$ cat src/rtl/conv_engine.sv
// conv_engine: KxK stride-S valid 2-D convolution, weights/image read from M0, results written to M1.
// Optional build macro CONV_RELU_EN clamps negative saturated results to zero before the write.
module conv_engine #(
    parameter int IMG_W    = 8,
    parameter int IMG_H    = 8,
    parameter int KSIZE    = 3,
    parameter int STRIDE   = 1,
    parameter int SHIFT    = 0,
    parameter int WGT_BASE = 0,
    parameter int IMG_BASE = 64,
    parameter int OUT_BASE = 0
) (
    input  logic        clk,
    input  logic        rst,
    input  logic        start,
    output logic        finish,
    output logic        busy,
    output logic        M0_R_req,
    output logic [31:0] M0_addr,
    input  logic [31:0] M0_R_data,
    output logic [3:0]  M0_W_req,
    output logic [31:0] M0_W_data,
    output logic        M1_R_req,
    output logic [31:0] M1_addr,
    input  logic [31:0] M1_R_data,
    output logic [3:0]  M1_W_req,
    output logic [31:0] M1_W_data
);
    localparam int KK    = KSIZE * KSIZE;
    localparam int CW    = $clog2(KK + 1);
    localparam int IW    = (KK > 1) ? $clog2(KK) : 1;
    localparam int AW    = 64 + $clog2(KK);
    localparam int OUT_W = (IMG_W - KSIZE) / STRIDE + 1;
    localparam int OUT_H = (IMG_H - KSIZE) / STRIDE + 1;
    localparam logic [CW-1:0] KK_C = CW'(KK);

    typedef enum logic [2:0] {S_IDLE, S_LOAD_W, S_CONV, S_WRITE, S_DONE} state_t;

    state_t               r_state, w_state_nx;
    logic [CW-1:0]        r_cnt;
    logic [IW-1:0]        r_widx;
    logic                 r_vld;
    logic [31:0]          r_kx, r_ky, r_ox, r_oy, r_addr_q;
    logic signed [31:0]   r_wgt [KK];
    logic signed [AW-1:0] r_acc, w_prod, w_sh;
    logic signed [31:0]   w_pix, w_wsel;
    logic [31:0]          w_rd_addr, w_sat, w_res;
    logic                 w_rd, w_last_px, w_hi_ok, w_unused;

    assign w_unused  = ^M1_R_data;
    assign w_pix     = M0_R_data;
    assign w_wsel    = r_wgt[r_widx];
    assign w_prod    = AW'(w_pix) * AW'(w_wsel);
    assign w_sh      = r_acc >>> SHIFT;
    assign w_hi_ok   = (&w_sh[AW-1:31]) | ~(|w_sh[AW-1:31]);
    assign w_sat     = w_hi_ok ? w_sh[31:0] : (w_sh[AW-1] ? 32'h8000_0000 : 32'h7FFF_FFFF);
`ifdef CONV_RELU_EN
    assign w_res     = w_sat[31] ? 32'h0 : w_sat;
`else
    assign w_res     = w_sat;
`endif
    assign w_last_px = (r_ox == OUT_W - 1) && (r_oy == OUT_H - 1);
    assign w_rd      = (r_state == S_LOAD_W || r_state == S_CONV) && r_cnt != KK_C;
    assign w_rd_addr = (r_state == S_LOAD_W) ? WGT_BASE + 4 * 32'(r_cnt)
                     : IMG_BASE + 4 * ((r_oy * STRIDE + r_ky) * IMG_W + r_ox * STRIDE + r_kx);

    assign M0_R_req  = w_rd;
    assign M0_addr   = w_rd ? w_rd_addr : r_addr_q;
    assign M0_W_req  = 4'h0;
    assign M0_W_data = 32'h0;
    assign M1_R_req  = 1'b0;
    assign M1_addr   = OUT_BASE + 4 * (r_oy * OUT_W + r_ox);
    assign M1_W_data = w_res;

    // Next-state decode and state-derived status outputs.
    always_comb begin
        w_state_nx = r_state;
        unique case (r_state)
            S_IDLE, S_DONE: w_state_nx = start ? S_LOAD_W : r_state;
            S_LOAD_W:       w_state_nx = (r_cnt == KK_C) ? S_CONV : S_LOAD_W;
            S_CONV:         w_state_nx = (r_cnt == KK_C) ? S_WRITE : S_CONV;
            S_WRITE:        w_state_nx = w_last_px ? S_DONE : S_CONV;
            default:        w_state_nx = S_IDLE;
        endcase
        busy     = (r_state == S_LOAD_W) || (r_state == S_CONV) || (r_state == S_WRITE);
        finish   = (r_state == S_DONE);
        M1_W_req = (r_state == S_WRITE) ? 4'hF : 4'h0;
    end

    // State, counters, weight file and accumulator; read data is consumed one cycle after its request.
    always_ff @(posedge clk) begin
        if (rst) begin
            r_state  <= S_IDLE;
            r_cnt    <= '0;
            r_widx   <= '0;
            r_vld    <= 1'b0;
            r_kx     <= '0;
            r_ky     <= '0;
            r_ox     <= '0;
            r_oy     <= '0;
            r_addr_q <= '0;
            r_acc    <= '0;
            for (int i = 0; i < KK; i++) r_wgt[i] <= '0;
        end else begin
            r_state  <= w_state_nx;
            r_vld    <= w_rd;
            r_widx   <= r_cnt[IW-1:0];
            r_addr_q <= M0_addr;
            r_cnt    <= (w_state_nx != r_state) ? '0 : (w_rd ? r_cnt + CW'(1) : r_cnt);
            if (r_state != S_CONV) begin
                r_kx <= '0;
                r_ky <= '0;
            end else if (w_rd) begin
                r_kx <= (r_kx == KSIZE - 1) ? '0 : r_kx + 1;
                r_ky <= (r_kx == KSIZE - 1) ? ((r_ky == KSIZE - 1) ? '0 : r_ky + 1) : r_ky;
            end
            if (r_vld && r_state == S_LOAD_W) r_wgt[r_widx] <= w_pix;
            r_acc <= (w_state_nx == S_CONV && r_state != S_CONV) ? '0
                   : ((r_vld && r_state == S_CONV) ? r_acc + w_prod : r_acc);
            if (r_state == S_LOAD_W) begin
                r_ox <= '0;
                r_oy <= '0;
            end else if (r_state == S_WRITE) begin
                r_ox <= (r_ox == OUT_W - 1) ? '0 : r_ox + 1;
                r_oy <= (r_ox == OUT_W - 1) ? r_oy + 1 : r_oy;
            end
        end
    end
endmodule

$ cat config.mk
export PLATFORM = sky130hd
export DESIGN_NAME = conv_engine
export DESIGN_NICKNAME = d
export VERILOG_FILES = /design/src/rtl/conv_engine.sv
export SDC_FILE = /design/constraint.sdc
export NUM_CORES = 2
export LEC_CHECK = 0
export ABC_AREA = 1
export BUFFER_PORTS_ARGS = -buffer_cell sky130_fd_sc_hd__buf_2
export CORE_ASPECT_RATIO = 2
export CORE_MARGIN = 5
export CORE_UTILIZATION = 55
export CTS_CLUSTER_DIAMETER = 60
export DETAILED_ROUTE_END_ITERATION = 6
export MAX_ROUTING_LAYER = met4
export PLACE_DENSITY_LB_ADDON = 0.1
export SLEW_MARGIN = 20
export SYNTH_ARGS = -nofsm -noshare
export SYNTH_HDL_FRONTEND = slang
export SYNTH_SLANG_ARGS = --single-unit
export TNS_END_PERCENT = 5
$ cat constraint.sdc
create_clock -name clk -period 9.8 [get_ports clk]
set_input_delay 0.49 -clock clk [delete_from_list [all_inputs] [get_ports clk]]
set_output_delay 0.49 -clock clk [all_outputs]
set_load 0.05 [all_outputs]
==> impl_metrics.yaml <==
timing:
  period_share_pct: 103
  hold_viol: 0
  drv_slew: 0
  worst_pin_slew_ns: 1.20
  fmax_mhz: 99.0
  finalWorstSetupSlack_ns: -0.301
  skew_ns: 0.0701
  setup_tns_ns: -5.61
  fin_crit_ns: 10.10
  setup_viol: 33
  rsz0062_at_grt: "true"
  slew_headroom_pct: 19.4
floorplan:
  pin_count: 207
  core-area_um2: 145000
  die_w_um: 280
  dieArea_um2: 154000
  rows: 198
  die_h_um: 549
  initial_utilization_pct: 55.1
layout:
  multi_input_area_um2: 53500
  mostFrequentLayoutCell: "nand2_1"
  num-fill-cells: 12300
  syn_to_final_growth_pct: 19.2
  nets: 12100
  layout_common_cells: "nand2_1, inv_1, nor2_1"
  drive_gt1_share_pct: 16.7
  layout.area.seq_um2: 20200
  final_util_pct: 65.7
  design_area_um2: 95200
logic_synthesis:
  ys_ff_latch: 752
  async_flop_share_pct: 0
  synthCells: 9544
  ys_types: 60
  syn_avg_cell_area_um2: 8.37
  synth-main-ff-cell: "edfxtp_1"
  yosysSeqAreaShare_pct: 25.2
  ys_warn_count: 0
  netlist_area_um2: 79900
  synth_edf_count: 512
setup_path:
  start_kind: "flip-flop"
  critPathBufInv: 19
  slowest_delay_ns: 0.62
  cp-end-kind: "flip-flop"
  critPathArrivalTime_ns: 10.65
  cpMaxStageDelayCell: "fa_2"
  crit_type: "flip-flop to flip-flop"
  critPathRequiredTime_ns: 10.35
  cp_top_family: "adder cells"
  crit_top_cell: "inv_1"
  crit_fanout: 10
clock_network:
  cts_hold_buf: 0
  htreeDepth: 3
  clockBufferDepth: 3
  tritoncts: "yes"
  cts_root_buf: "clkbuf_16"
  clk_pin_slew_ns: 0.07
  cts_sinks: 752
  cts-buffers-inserted: 76
  clock_latency_ns: 0.69
routing:
  routed_wl_mm: 283
  drc: 2
  dr_total_vias: 70800
  via_per_inst: 5.69
  drtIter0Drc: 7361
  ant_nets: 0
  wire_per_inst_um: 22.8
  dr.pass1.iters: 7
placement:
  placed_area_um2: 90400
  place_ws_ns: -0.928
  dp_hpwl_mm: 223
  port_buffers: 135
  routabilityCongestion: 1.02
global_routing:
  grt_pass1_wl_mm: 429
  first_global_vias: 71100
  antenna_found_initial: 7
  grt_use_total_pct: 37.7
  overflow: 0
  grt_max_degree: 64
status:
  violations: "design-rule violations, negative setup slack"
  run_status: "finished with violations"
worst_hold_path:
  hp-class: "primary input to flip-flop"
job:
  maxCapViolCount: 0
-- logic make-up after synthesis --
kind of cell	share of synthesized area (%)
xor gates and xnor gates	2.55
buffers and inverters	10.2
other	0.00469
DFF	25.2
adders and majority gates	34.0
and+or+nand+nor	19.2
AOI/OAI and AO/OA	8.78
-- per-stage QoR --
stage          std cells  hold slack (ns)
2_1_floorplan       9582            0.425
3_3_place_gp       12200            0.432
3_5_place_dp       12300            0.451
4_1_cts            12400           0.0995
5_1_grt            12400            0.144
6_report           12400            0.136
-- metal layers --
layer  up-vias  GRT usage, %  share of wire [%]
met5         -             -                  0
met4         0          17.3                6.2
met3       715          6.57                 10
met2      3700          57.8                 45
met1     34400          49.5                 38
li1      31900             -                  -
-- path summary, 6_finish.rpt --
| path | start | end | slack, ns | depth (start not counted) |
|---|---|---|---|---|
| hold reg to reg | r_addr_q[1]$_SDFF_PP0_ | r_addr_q[1]$_SDFF_PP0_ | 0.46 | 2 |
| hold / removal | start | r_state[2]$_SDFF_PP0_ | 0.14 | 4 |
| setup reg to reg | r_widx[1]$_SDFF_PP0_ | r_acc[60]$_SDFFE_PP0P_ | -0.30 | 50 |
| setup / recovery | r_widx[1]$_SDFF_PP0_ | r_acc[60]$_SDFFE_PP0P_ | -0.30 | 50 |
-- Yosys cell counts (3+ instances only) --
library cell	count	share of area, %
a211oi_1	18	0.17
a21boi_0	9	0.085
a21o_1	28	0.26
a21oi_1	469	2.9
a221oi_1	8	0.088
a22oi_1	258	2.4
a31o_2	3	0.033
a31oi_1	21	0.16
and2_1	8	0.063
and3_1	5	0.039
buf_1	35	0.16
buf_2	20	0.13
buf_4	44	0.41
clkbuf_1	296	1.4
clkinv_1	38	0.18
dfxtp_1	240	6.0
edfxtp_1	512	19
fa_1	1113	28
ha_1	391	6.1
inv_1	1678	7.9
inv_2	9	0.042
nand2_1	1743	8.2
nand2_2	3	0.023
nand2_4	3	0.042
nand3_1	206	1.3
nand3b_1	8	0.075
nand4_1	148	1.2
nor2_1	1386	6.5
nor2_2	5	0.039
nor2_4	4	0.056
nor3_1	104	0.65
nor3b_1	10	0.094
nor4_1	95	0.74
o211ai_1	25	0.23
o21a_1	27	0.25
o21ai_0	272	1.7
o21ai_1	7	0.044
o21bai_1	23	0.22
or2_2	14	0.11
xnor2_1	82	0.90
xor2_1	151	1.7
-- registers in the layout (all words and copies together), names as in the netlist --
signal and cells:
r_widx 4, r_acc 68, r_addr_q 32, r_vld 1, r_cnt 4, r_ox 32
r_ky 32, r_wgt 512, r_kx 32, r_state 3, r_oy 32
-- repair_timing --
item                                    4_1_cts  5_1_grt
endpoints found under the setup margin       49       50
pin swaps                                    56       71
cloned                                        2        4
resized for setup                           216      262
setup buffers                                21       23
-- cell type report --
class	count	share of cell area [%]
Sequential cell	752	21.2
Clock inverter	43	0.528
Clock buffer	96	2.14
Timing Repair Buffer	1214	10.6
Tap cell	1900	2.50
Antenna cell	6	0.0158
Inverter	1725	6.85
Multi-Input combinational cell	6710	56.2
-- worst min-delay path: cells and delay by family --
kind / cells / cell delay [ns]
and+or+nand+nor: 1 / 0.04
buffers and inverters: 2 / 0.16
AOI/OAI and AO/OA: 1 / 0.08
Power is not shown: default switching activity piles up to over one toggle a cycle in this logic, so the estimate is an artifact.
